`src/rtl/dmem_arbiter_pkg.sv`:
```
// dmem_arbiter shared types and constants.
// Imported by the arbiter, its grant picker and the bus interface.
package dmem_arbiter_pkg;

  typedef enum logic [1:0] {
    IDLE   = 2'd0,
    ACCESS = 2'd1,
    RESP   = 2'd2
  } state_e;

  typedef enum logic {
    GNT_IF  = 1'b0,
    GNT_MEM = 1'b1
  } gnt_e;

  localparam logic [31:0] ZeroWord    = 32'h0000_0000;
  localparam logic        ChipEnable  = 1'b1;
  localparam logic        WriteEnable = 1'b1;

  function automatic logic [31:0] word_align(
    input logic [31:0] a
  );
    return a & 32'hFFFF_FFFC;
  endfunction

endpackage

```
`src/rtl/dmem_arbiter_if.sv`:
```
// Fetch, data and RAM signals around the dmem arbiter.
// slave = arbiter view, master = pipeline/RAM view.
interface dmem_arbiter_if;

  logic        if_ce_i;
  logic [31:0] if_addr_i;
  logic [31:0] if_data_o;
  logic        if_ack_o;

  logic        mem_ce_i;
  logic        mem_we_i;
  logic [31:0] mem_addr_i;
  logic [3:0]  mem_sel_i;
  logic [31:0] mem_data_i;
  logic [31:0] mem_data_o;
  logic        mem_ack_o;

  logic        ram_ce_o;
  logic        ram_we_o;
  logic [31:0] ram_addr_o;
  logic [3:0]  ram_sel_o;
  logic [31:0] ram_data_o;
  logic [31:0] ram_data_i;

  logic        stall_req_o;

  modport slave (
    input  if_ce_i, if_addr_i,
    output if_data_o, if_ack_o,
    input  mem_ce_i, mem_we_i, mem_addr_i,
    input  mem_sel_i, mem_data_i,
    output mem_data_o, mem_ack_o,
    output ram_ce_o, ram_we_o, ram_addr_o,
    output ram_sel_o, ram_data_o,
    input  ram_data_i,
    output stall_req_o
  );

  modport master (
    output if_ce_i, if_addr_i,
    input  if_data_o, if_ack_o,
    output mem_ce_i, mem_we_i, mem_addr_i,
    output mem_sel_i, mem_data_i,
    input  mem_data_o, mem_ack_o,
    input  ram_ce_o, ram_we_o, ram_addr_o,
    input  ram_sel_o, ram_data_o,
    output ram_data_i,
    input  stall_req_o
  );

endinterface

```
`src/rtl/dmem_arb_pick.sv`:
```
// Grant decision between fetch and data port.
// Data wins unless fetch has waited STARVE_LIMIT grants.
module dmem_arb_pick
  import dmem_arbiter_pkg::*;
#(
  parameter int STARVE_LIMIT = 4,
  parameter int CNT_W        = 3
) (
  input  logic clk,
  input  logic rst,
  input  logic idle,
  input  logic if_ce,
  input  logic mem_ce,
  output logic grant,
  output gnt_e gnt_id
);

  localparam logic [CNT_W-1:0] Limit =
    CNT_W'(STARVE_LIMIT);

  logic [CNT_W-1:0] cnt;
  logic             starved;

  assign starved = (cnt == Limit);
  assign grant   = idle & (if_ce | mem_ce);

  always_comb begin
    gnt_id = GNT_MEM;
    if (if_ce && (!mem_ce || starved))
      gnt_id = GNT_IF;
  end

  always_ff @(posedge clk or negedge rst) begin
    if (!rst) begin
      cnt <= '0;
    end else if (idle) begin
      if (!if_ce || gnt_id == GNT_IF)
        cnt <= '0;
      else if (!starved)
        cnt <= cnt + 1'b1;
    end
  end

endmodule

```
`src/rtl/dmem_arbiter.sv`:
```
// Shares one synchronous RAM between fetch and MEM stage.
// Each access runs IDLE -> ACCESS -> RESP.
module dmem_arbiter
  import dmem_arbiter_pkg::*;
#(
  parameter int STARVE_LIMIT = 4,
  parameter int CNT_W        = 3
) (
  input  logic           clk,
  input  logic           rst,
  dmem_arbiter_if.slave  bus
);

  state_e      state, state_nxt;
  gnt_e        gnt_q;
  gnt_e        gnt_id;
  logic        grant;
  logic        null_acc;
  logic        resp;
  logic        if_ack;
  logic        mem_ack;

  logic        ram_ce;
  logic        ram_we;
  logic [31:0] ram_addr;
  logic [3:0]  ram_sel;
  logic [31:0] ram_data;

  dmem_arb_pick #(
    .STARVE_LIMIT (STARVE_LIMIT),
    .CNT_W        (CNT_W)
  ) u_pick (
    .clk    (clk),
    .rst    (rst),
    .idle   (state == IDLE),
    .if_ce  (bus.if_ce_i),
    .mem_ce (bus.mem_ce_i),
    .grant  (grant),
    .gnt_id (gnt_id)
  );

  // misaligned SB/SH arrive with no lanes: sequence, but touch nothing
  assign null_acc = bus.mem_we_i
                  & (bus.mem_sel_i == 4'b0000);

  always_comb begin
    state_nxt = state;
    unique case (1'b1)
      (state == IDLE):
        if (grant) state_nxt = ACCESS;
      (state == ACCESS):
        state_nxt = RESP;
      (state == RESP):
        state_nxt = IDLE;
      default:
        state_nxt = IDLE;
    endcase
  end

  always_ff @(posedge clk or negedge rst) begin
    if (!rst) begin
      state    <= IDLE;
      gnt_q    <= GNT_IF;
      ram_ce   <= 1'b0;
      ram_we   <= 1'b0;
      ram_addr <= ZeroWord;
      ram_sel  <= 4'b0000;
      ram_data <= ZeroWord;
    end else begin
      state <= state_nxt;
      if (grant) begin
        gnt_q <= gnt_id;
        if (gnt_id == GNT_IF) begin
          ram_ce   <= ChipEnable;
          ram_we   <= 1'b0;
          ram_addr <= word_align(bus.if_addr_i);
          ram_sel  <= 4'b1111;
          ram_data <= ZeroWord;
        end else begin
          ram_ce   <= ChipEnable & ~null_acc;
          ram_we   <= (bus.mem_we_i == WriteEnable)
                    & ~null_acc;
          ram_addr <= word_align(bus.mem_addr_i);
          ram_sel  <= bus.mem_sel_i;
          ram_data <= bus.mem_data_i;
        end
      end else if (state == ACCESS) begin
        ram_ce <= 1'b0;
        ram_we <= 1'b0;
      end
    end
  end

  assign resp    = (state == RESP);
  assign if_ack  = resp & (gnt_q == GNT_IF);
  assign mem_ack = resp & (gnt_q == GNT_MEM);

  assign bus.if_ack_o   = if_ack;
  assign bus.mem_ack_o  = mem_ack;
  assign bus.if_data_o  = if_ack ? bus.ram_data_i
                                 : ZeroWord;
  assign bus.mem_data_o = mem_ack ? bus.ram_data_i
                                  : ZeroWord;

  assign bus.ram_ce_o   = ram_ce;
  assign bus.ram_we_o   = ram_we;
  assign bus.ram_addr_o = ram_addr;
  assign bus.ram_sel_o  = ram_sel;
  assign bus.ram_data_o = ram_data;

  assign bus.stall_req_o =
      (bus.if_ce_i  & ~if_ack)
    | (bus.mem_ce_i & ~mem_ack);

endmodule

```
`src/flat_wrapper.sv`:
```
// flat-port wrapper written by rule: the top's interface ports become plain ports
module dmem_arbiter_flat import dmem_arbiter_pkg::*;
#(
  parameter int STARVE_LIMIT = 4,
  parameter int CNT_W        = 3
)
  (clk, rst, bus_if_ce_i, bus_if_addr_i, bus_if_data_o, bus_if_ack_o, bus_mem_ce_i, bus_mem_we_i, bus_mem_addr_i, bus_mem_sel_i, bus_mem_data_i, bus_mem_data_o, bus_mem_ack_o, bus_ram_ce_o, bus_ram_we_o, bus_ram_addr_o, bus_ram_sel_o, bus_ram_data_o, bus_ram_data_i, bus_stall_req_o);
  dmem_arbiter_if bus_i ();
  input  logic clk;
  input  logic rst;
  input wire logic [$bits(bus_i.if_ce_i)-1:0] bus_if_ce_i;
  input wire logic [$bits(bus_i.if_addr_i)-1:0] bus_if_addr_i;
  output wire logic [$bits(bus_i.if_data_o)-1:0] bus_if_data_o;
  output wire logic [$bits(bus_i.if_ack_o)-1:0] bus_if_ack_o;
  input wire logic [$bits(bus_i.mem_ce_i)-1:0] bus_mem_ce_i;
  input wire logic [$bits(bus_i.mem_we_i)-1:0] bus_mem_we_i;
  input wire logic [$bits(bus_i.mem_addr_i)-1:0] bus_mem_addr_i;
  input wire logic [$bits(bus_i.mem_sel_i)-1:0] bus_mem_sel_i;
  input wire logic [$bits(bus_i.mem_data_i)-1:0] bus_mem_data_i;
  output wire logic [$bits(bus_i.mem_data_o)-1:0] bus_mem_data_o;
  output wire logic [$bits(bus_i.mem_ack_o)-1:0] bus_mem_ack_o;
  output wire logic [$bits(bus_i.ram_ce_o)-1:0] bus_ram_ce_o;
  output wire logic [$bits(bus_i.ram_we_o)-1:0] bus_ram_we_o;
  output wire logic [$bits(bus_i.ram_addr_o)-1:0] bus_ram_addr_o;
  output wire logic [$bits(bus_i.ram_sel_o)-1:0] bus_ram_sel_o;
  output wire logic [$bits(bus_i.ram_data_o)-1:0] bus_ram_data_o;
  input wire logic [$bits(bus_i.ram_data_i)-1:0] bus_ram_data_i;
  output wire logic [$bits(bus_i.stall_req_o)-1:0] bus_stall_req_o;
  assign bus_i.if_ce_i = bus_if_ce_i;
  assign bus_i.if_addr_i = bus_if_addr_i;
  assign bus_if_data_o = bus_i.if_data_o;
  assign bus_if_ack_o = bus_i.if_ack_o;
  assign bus_i.mem_ce_i = bus_mem_ce_i;
  assign bus_i.mem_we_i = bus_mem_we_i;
  assign bus_i.mem_addr_i = bus_mem_addr_i;
  assign bus_i.mem_sel_i = bus_mem_sel_i;
  assign bus_i.mem_data_i = bus_mem_data_i;
  assign bus_mem_data_o = bus_i.mem_data_o;
  assign bus_mem_ack_o = bus_i.mem_ack_o;
  assign bus_ram_ce_o = bus_i.ram_ce_o;
  assign bus_ram_we_o = bus_i.ram_we_o;
  assign bus_ram_addr_o = bus_i.ram_addr_o;
  assign bus_ram_sel_o = bus_i.ram_sel_o;
  assign bus_ram_data_o = bus_i.ram_data_o;
  assign bus_i.ram_data_i = bus_ram_data_i;
  assign bus_stall_req_o = bus_i.stall_req_o;
  dmem_arbiter #(.STARVE_LIMIT(STARVE_LIMIT), .CNT_W(CNT_W)) u_core (.clk(clk), .rst(rst), .bus(bus_i));
endmodule
```
`config.mk`:
```
export PLATFORM = sky130hd
export DESIGN_NAME = dmem_arbiter_flat
export DESIGN_NICKNAME = d
export VERILOG_FILES = /design/src/rtl/dmem_arbiter_pkg.sv /design/src/rtl/dmem_arbiter_if.sv /design/src/rtl/dmem_arb_pick.sv /design/src/rtl/dmem_arbiter.sv /design/src/flat_wrapper.sv
export SDC_FILE = /design/constraint.sdc
export NUM_CORES = 1
export LEC_CHECK = 0
export CORE_MARGIN = 4
export CORE_UTILIZATION = 30
export CTS_BUF_LIST = sky130_fd_sc_hd__clkbuf_8 sky130_fd_sc_hd__clkbuf_16
export DETAILED_ROUTE_END_ITERATION = 8
export PLACE_DENSITY = 0.75
export REMOVE_ABC_BUFFERS = 1
export SLEW_MARGIN = 20
export SYNTH_ARGS = -nofsm -noshare
export SYNTH_HDL_FRONTEND = slang
export SYNTH_HIERARCHICAL = 1
export SYNTH_SLANG_ARGS = --single-unit
```
`constraint.sdc`:
```
create_clock -name clk -period 1.59 [get_ports clk]
set_input_delay 0.318 -clock clk [delete_from_list [all_inputs] [get_ports clk]]
set_output_delay 0.318 -clock clk [all_outputs]
set_load 0.05 [all_outputs]
```
# == Yosys cells after proc, flatten, opt, wreduce, memory -nomap -nowiden ==
# Index checks and enable logic that the tools add are counted.
# totals
out_inout_bits,137
register_bits,76
input_bits,137
wordCells,51
# classes
bitwise,13
eq_ne,5
muxes,15
reduce_logical,9
add_sub_neg,1
# op_table
cell,n
$mux W32,4
$and A1 B1 Y1,7
$mux W1,6
$mux W3,2
$logic_not A4 Y1,1
$mux W4,1
$ne A2 B1 Y1 const B,2
$not A1 Y1,4
$pmux W2 S2,1
$add A3 B1 Y3 const B,1
$eq A3 B3 Y1 const B,1
$eq A2 B1 Y1 const B,1
$eq A2 B2 Y1 const B,1
$logic_not A1 Y1,2
$logic_not A2 Y1,1
$logic_or A1 B1 Y1,2
$mux W2,1
$or A1 B1 Y1,2
$reduce_and A2 Y1,1
$reduce_bool A2 Y1,1
$logic_and A1 B1 Y1,1

# == Logic depth before layout (Yosys ltp) ==
# logic_depth
ltp_word,6
depth_mapped,10
depth_no_buf,7

# == Cells and area by module ==
# Netlist, hierarchy kept.
# by_module_without_submodules
mod,instances,cells_each,area_per_inst_um2,seq_area_each_um2
dmem_arbiter,1,381,3505.9,1776.7
dmem_arb_pick,1,23,190.2,75.1

# == Least setup slack after synthesis ==
# Ideal clock, no wire load.
# synth_timing
path_kind,register to output
start,reg u_core.state[1]
end,out bus_stall_req_o
slack_ps,-335
t_arrival_ps,1607
t_required_ps,1272
stages_incl_launch_ff,4
path_buffers,1
cell_sequence,dfrtp_1 > nor3b_2 > buf_2 > o22ai_1
# synth_between
elab_chain_cells,5
word_cells_on_any_way,8
classes_between,eq/ne: 1; bitwise: 7
# synth_rtl
item,line,source
start: declaration,dmem_arbiter.sv:14,"state_e state, state_nxt;"
start signal: assignment,dmem_arbiter.sv:70,state <= state_nxt;
$eq A2 B2 Y1,-,
$and A1 B1 Y1,dmem_arbiter.sv:95,assign if_ack = resp & (gnt_q == GNT_IF);
named net bus_if_ack_o,flat_wrapper.sv:14,output wire logic [$bits(bus_i.if_ack_o)-1:0] bus_if_ack_o;
$not A1 Y1,dmem_arbiter.sv:112,(bus.if_ce_i & ~if_ack)
$and A1 B1 Y1,dmem_arbiter.sv:112,
$or A1 B1 Y1,dmem_arbiter.sv:113,| (bus.mem_ce_i & ~mem_ack);
end: declaration,flat_wrapper.sv:28,output wire logic [$bits(bus_i.stall_req_o)-1:0] bus_stall_req_o;
# The timed path passes the listed nets, and every way through them passes these cells.

# == Final worst setup path ==
# layout_timing
start,reg u_core.state[0]
end,out bus_if_data_o[20]
# layout_between
elab_chain_cells,3
# layout_rtl
item,line,source
$eq A2 B2 Y1,-,
$and A1 B1 Y1,dmem_arbiter.sv:95,
$mux W32,dmem_arbiter.sv:100,assign bus.if_data_o = if_ack ? bus.ram_data_i
end: declaration,flat_wrapper.sv:13,output wire logic [$bits(bus_i.if_data_o)-1:0] bus_if_data_o;
# Every way passes these cells.

==> results.md <==
* Status: finished, violations left
* Failing checks: hold timing, setup timing
* XOR/XNOR Fraction of Synth Area at 0%
* Die Height at 119 um
* Switch share at 47.0%
* Yosys cell types at 25
* Simple-gate portion of the synthesized area at 21.4%
* Power Internal at 0.00890 W
* H-tree levels at 3
* Final setup viols at 136
* Hpwl dp at 10600 um
* Post-DRT Antenna Nets at 0
* Core area at 12000 um2
* Reg power frac at 19.7%
* Share of cells above drive strength 1 at 40.3%
* Gate Count Post-Synth at 404
* Post-synthesis adder-cell area fraction at 0.677%
* Initial core utilization at 30.8%
* Crit-path slowest cell: dfrtp_2
* Largest net degree at the start of global routing at 75
* Via density at 4.83
* Routed WL at 16400 um
* Clock Skews at 0.00779 ns
* Routability Congestion at 0.758
* Crit-path cells: nor3b_4 > buf_4 > buf_12 > and2_4 > buf_12
* Flop2flop setup slack at -0.09 ns
* Largest family of logic cells by synthesized area: simple AND/OR/NAND/NOR gates
* Most common cell in the netlist: dfrtp_1
* Crit share post-route at 120%
* Post-synth EDFFs at 0
* Detailed-route DRC error count at 0
* Worst setup path class: register to output port
* Post-synthesis compound-gate area fraction at 10.6%
* Num CTS Buffers at 9
* Synth top area cells: dfrtp_1 50%, and2_1 11%, mux2i_1 8.4%
* Syn_area_per_cell at 9.15 um2
* RSZ-0062 raised after global routing: true
* Cell Rows at 40
* Multi-input logic area at 1740 um2
* FF+latch area at 1850 um2
* Post-synth top cells: 74 x dfrtp_1, 65 x and2_1, 43 x inv_1, 36 x nor2_1, 34 x nand3_1
* Final slew viol count at 0
* PnR worst setup slack at -0.320 ns
* Pleak at 3.91 nW
* GRT overflow at 0
* Mapped cell area at 3700 um2
* Clock power frac at 12.4%
* Initial antenna violation count at 0
* I/O Pins at 274
* Most used cell, CP: buf_12
* CTS Hold Bufs at 0
* Yosys top cell area share at 50.1%
* DIE AREA at 14200 um2
* Clock transition at the registers of the reported paths at 0.05 ns
* Synth Warn # at 6
* Yosys reg bits at 74
* Port Buffers at 267
* Fraction of registers with async set/reset at 100%
* First-pass GRT wire length at 22900 um
* Slowest cell delay on critical path at 0.45 ns
* Mux cell area share after synthesis at 8.40%
* Required time of the critical path at 1.27 ns
* Synth area leader: dfrtp_1
* Worst hold slack at -0.0158 ns
* Class of the worst hold path: input port to asynchronous set/reset pin
* PwrDens at 1990 nW/um2
* Filler cells at 836
* Clk sink count at 74
* Vias in the first global route at 4291
* ANT cells at 0
* Max Clock Freq at 0.524 GHz
* NetSw at 0.00790 W
* # nets final at 852
* Die X at 119 um
* Combinational Power Share at 67.9%
* Total track usage at 20.4%
* Vias post-DR at 4171
* Area Overhead vs Synth at 128%
* Clk buf depth at 2
* Startpoint types: register
* TritonRoute pass-1 iters at 4
* Fin util at 70.3%
* Drt wl/cell at 19.0 um
* Max Cap Viol at 0
* Post-synth top flop: dfrtp_1
* Worst skew pair latency at 0.33 ns
* CTS tree: yes
* Root buf cell: clkbuf_16
* Setup crit end kind: output port
* Initial DRC count at 185
* Min Tclk post-route at 1.91 ns
* Design Power at 0.0168 W
* Post-synthesis sequential area ratio at 50.1%
* Final hold violation count at 14
* Arrival time of the worst setup path at 1.59 ns
* VDD IR max at 1.68 mV
* Worst-path fanout max at 17
-- final timing paths --
| kind | from | endpoint | cells past startpoint |
|---|---|---|---|
| min in group clk | u_core/bus.ram_sel_o[3] | u_core/bus.ram_sel_o[3] | 1 |
| worst min register to register | u_core/bus.ram_sel_o[3] | u_core/bus.ram_sel_o[3] | 1 |
| worst max register to register | u_core/state[0] | u_core/bus.ram_addr_o[6] | 8 |
| worst max-delay path | u_core/state[0] | bus_if_data_o[20] | 5 |
| worst min-delay path | rst | u_core/bus.ram_addr_o[28] | 2 |
| max in group asynchronous | rst | u_core/state[0] | 2 |
-- metal layers --
metal	share of wire, %	GRT usage, %	wire [um]
met4	2.9	9.05	482
met1	36	20.7	5960
met3	8.1	7.31	1330
met5	0	0	0
met2	53	37.3	8680
-- state kept, by name, summed over array words and instances, names as in the netlist --
name / flops
u_core/bus.ram_data_o: 32
u_core/bus.ram_addr_o: 30
u_core/bus.ram_sel_o: 4
u_core/u_pick/cnt: 3
u_core/state: 2
u_core/bus.ram_ce_o: 1
u_core/bus.ram_we_o: 1
u_core/gnt_q: 1
-- cell type report --
class	instances	share of cell area [%]
timing repair buffer	328	49.7
sequential	74	22.0
multi-input combinational	256	20.6
clock buffer	12	3.16
tap	147	2.18
inverter	44	1.96
clock inverter	3	0.460
-- metrics by stage --
| step | std cells | TNS [ns] | area (um2) | setup WS (ns) |
|---|---|---|---|---|
| 2_1_floorplan | 374 | -308.04 | 3540 | -3.80 |
| 6_report | 864 | -22.09 | 8440 | -0.320 |
| 5_1_grt | 864 | -31.71 | 8440 | -0.379 |
| 3_3_place_gp | 810 | -8.74 | 7200 | -0.167 |
| 4_1_cts | 845 | -19.20 | 8060 | -0.300 |
| 3_5_place_dp | 810 | -11.77 | 7200 | -0.241 |
-- power by group through the flow --
stage | logic (W) | registers (W) | clock network, W
5_1_grt | 0.0119 | 0.00342 | 0.00221
3_3_place_gp | 0.00914 | 0.00326 | 0
3_5_place_dp | 0.00931 | 0.00330 | 0
2_1_floorplan | 0.00217 | 0.00493 | 0
4_1_cts | 0.0102 | 0.00331 | 0.00212
6_report | 0.0114 | 0.00331 | 0.00209
-- worst max-delay path, delay by kind of cell, from the launching register on --
| family | cells | cell delay (ns) |
|---|---|---|
| DFF | 1 | 0.45 |
| and+or+nand+nor | 2 | 0.39 |
| buffers and inverters | 3 | 0.43 |
-- logic make-up (layout without fill, tap and decap cells) --
logic type,Yosys count,after routing
flip-flops,74,74
buffers and inverters,75,387
AO/OA/AOI/OAI,74,74
multiplexers,31,31
AND/OR/NAND/NOR,147,147
other,1,2
adder cells (fa/ha/maj),2,2
-- cells in the final DEF, fill, tap and decap left out, drive strengths merged --
cell and n:
nor4 1, clkbuf 22, a21oi 31, mux2i 31, bufinv 1, nor3b 2
o22ai 4, nand2b 1, ha 2, dfrtp 74, inv 45, nand3 34
a31oi 3, nand4 1, conb 2, and2 65, nor2 36, o21ai 33
clkinv 1, o22a 1, clkdlybuf4s50 131, a41oi 2, buf 187, nand2 7
-- timing repair --
| item | in CTS | in global routing |
|---|---|---|
| buffers inserted | 12 | 6 |
| pin swaps | 30 | 4 |
| endpoints found under the setup margin | 97 | 125 |
| gates cloned | 8 | 14 |
| resized for setup | 91 | 37 |
No activity file was read; power rests on OpenSTA's default activity.
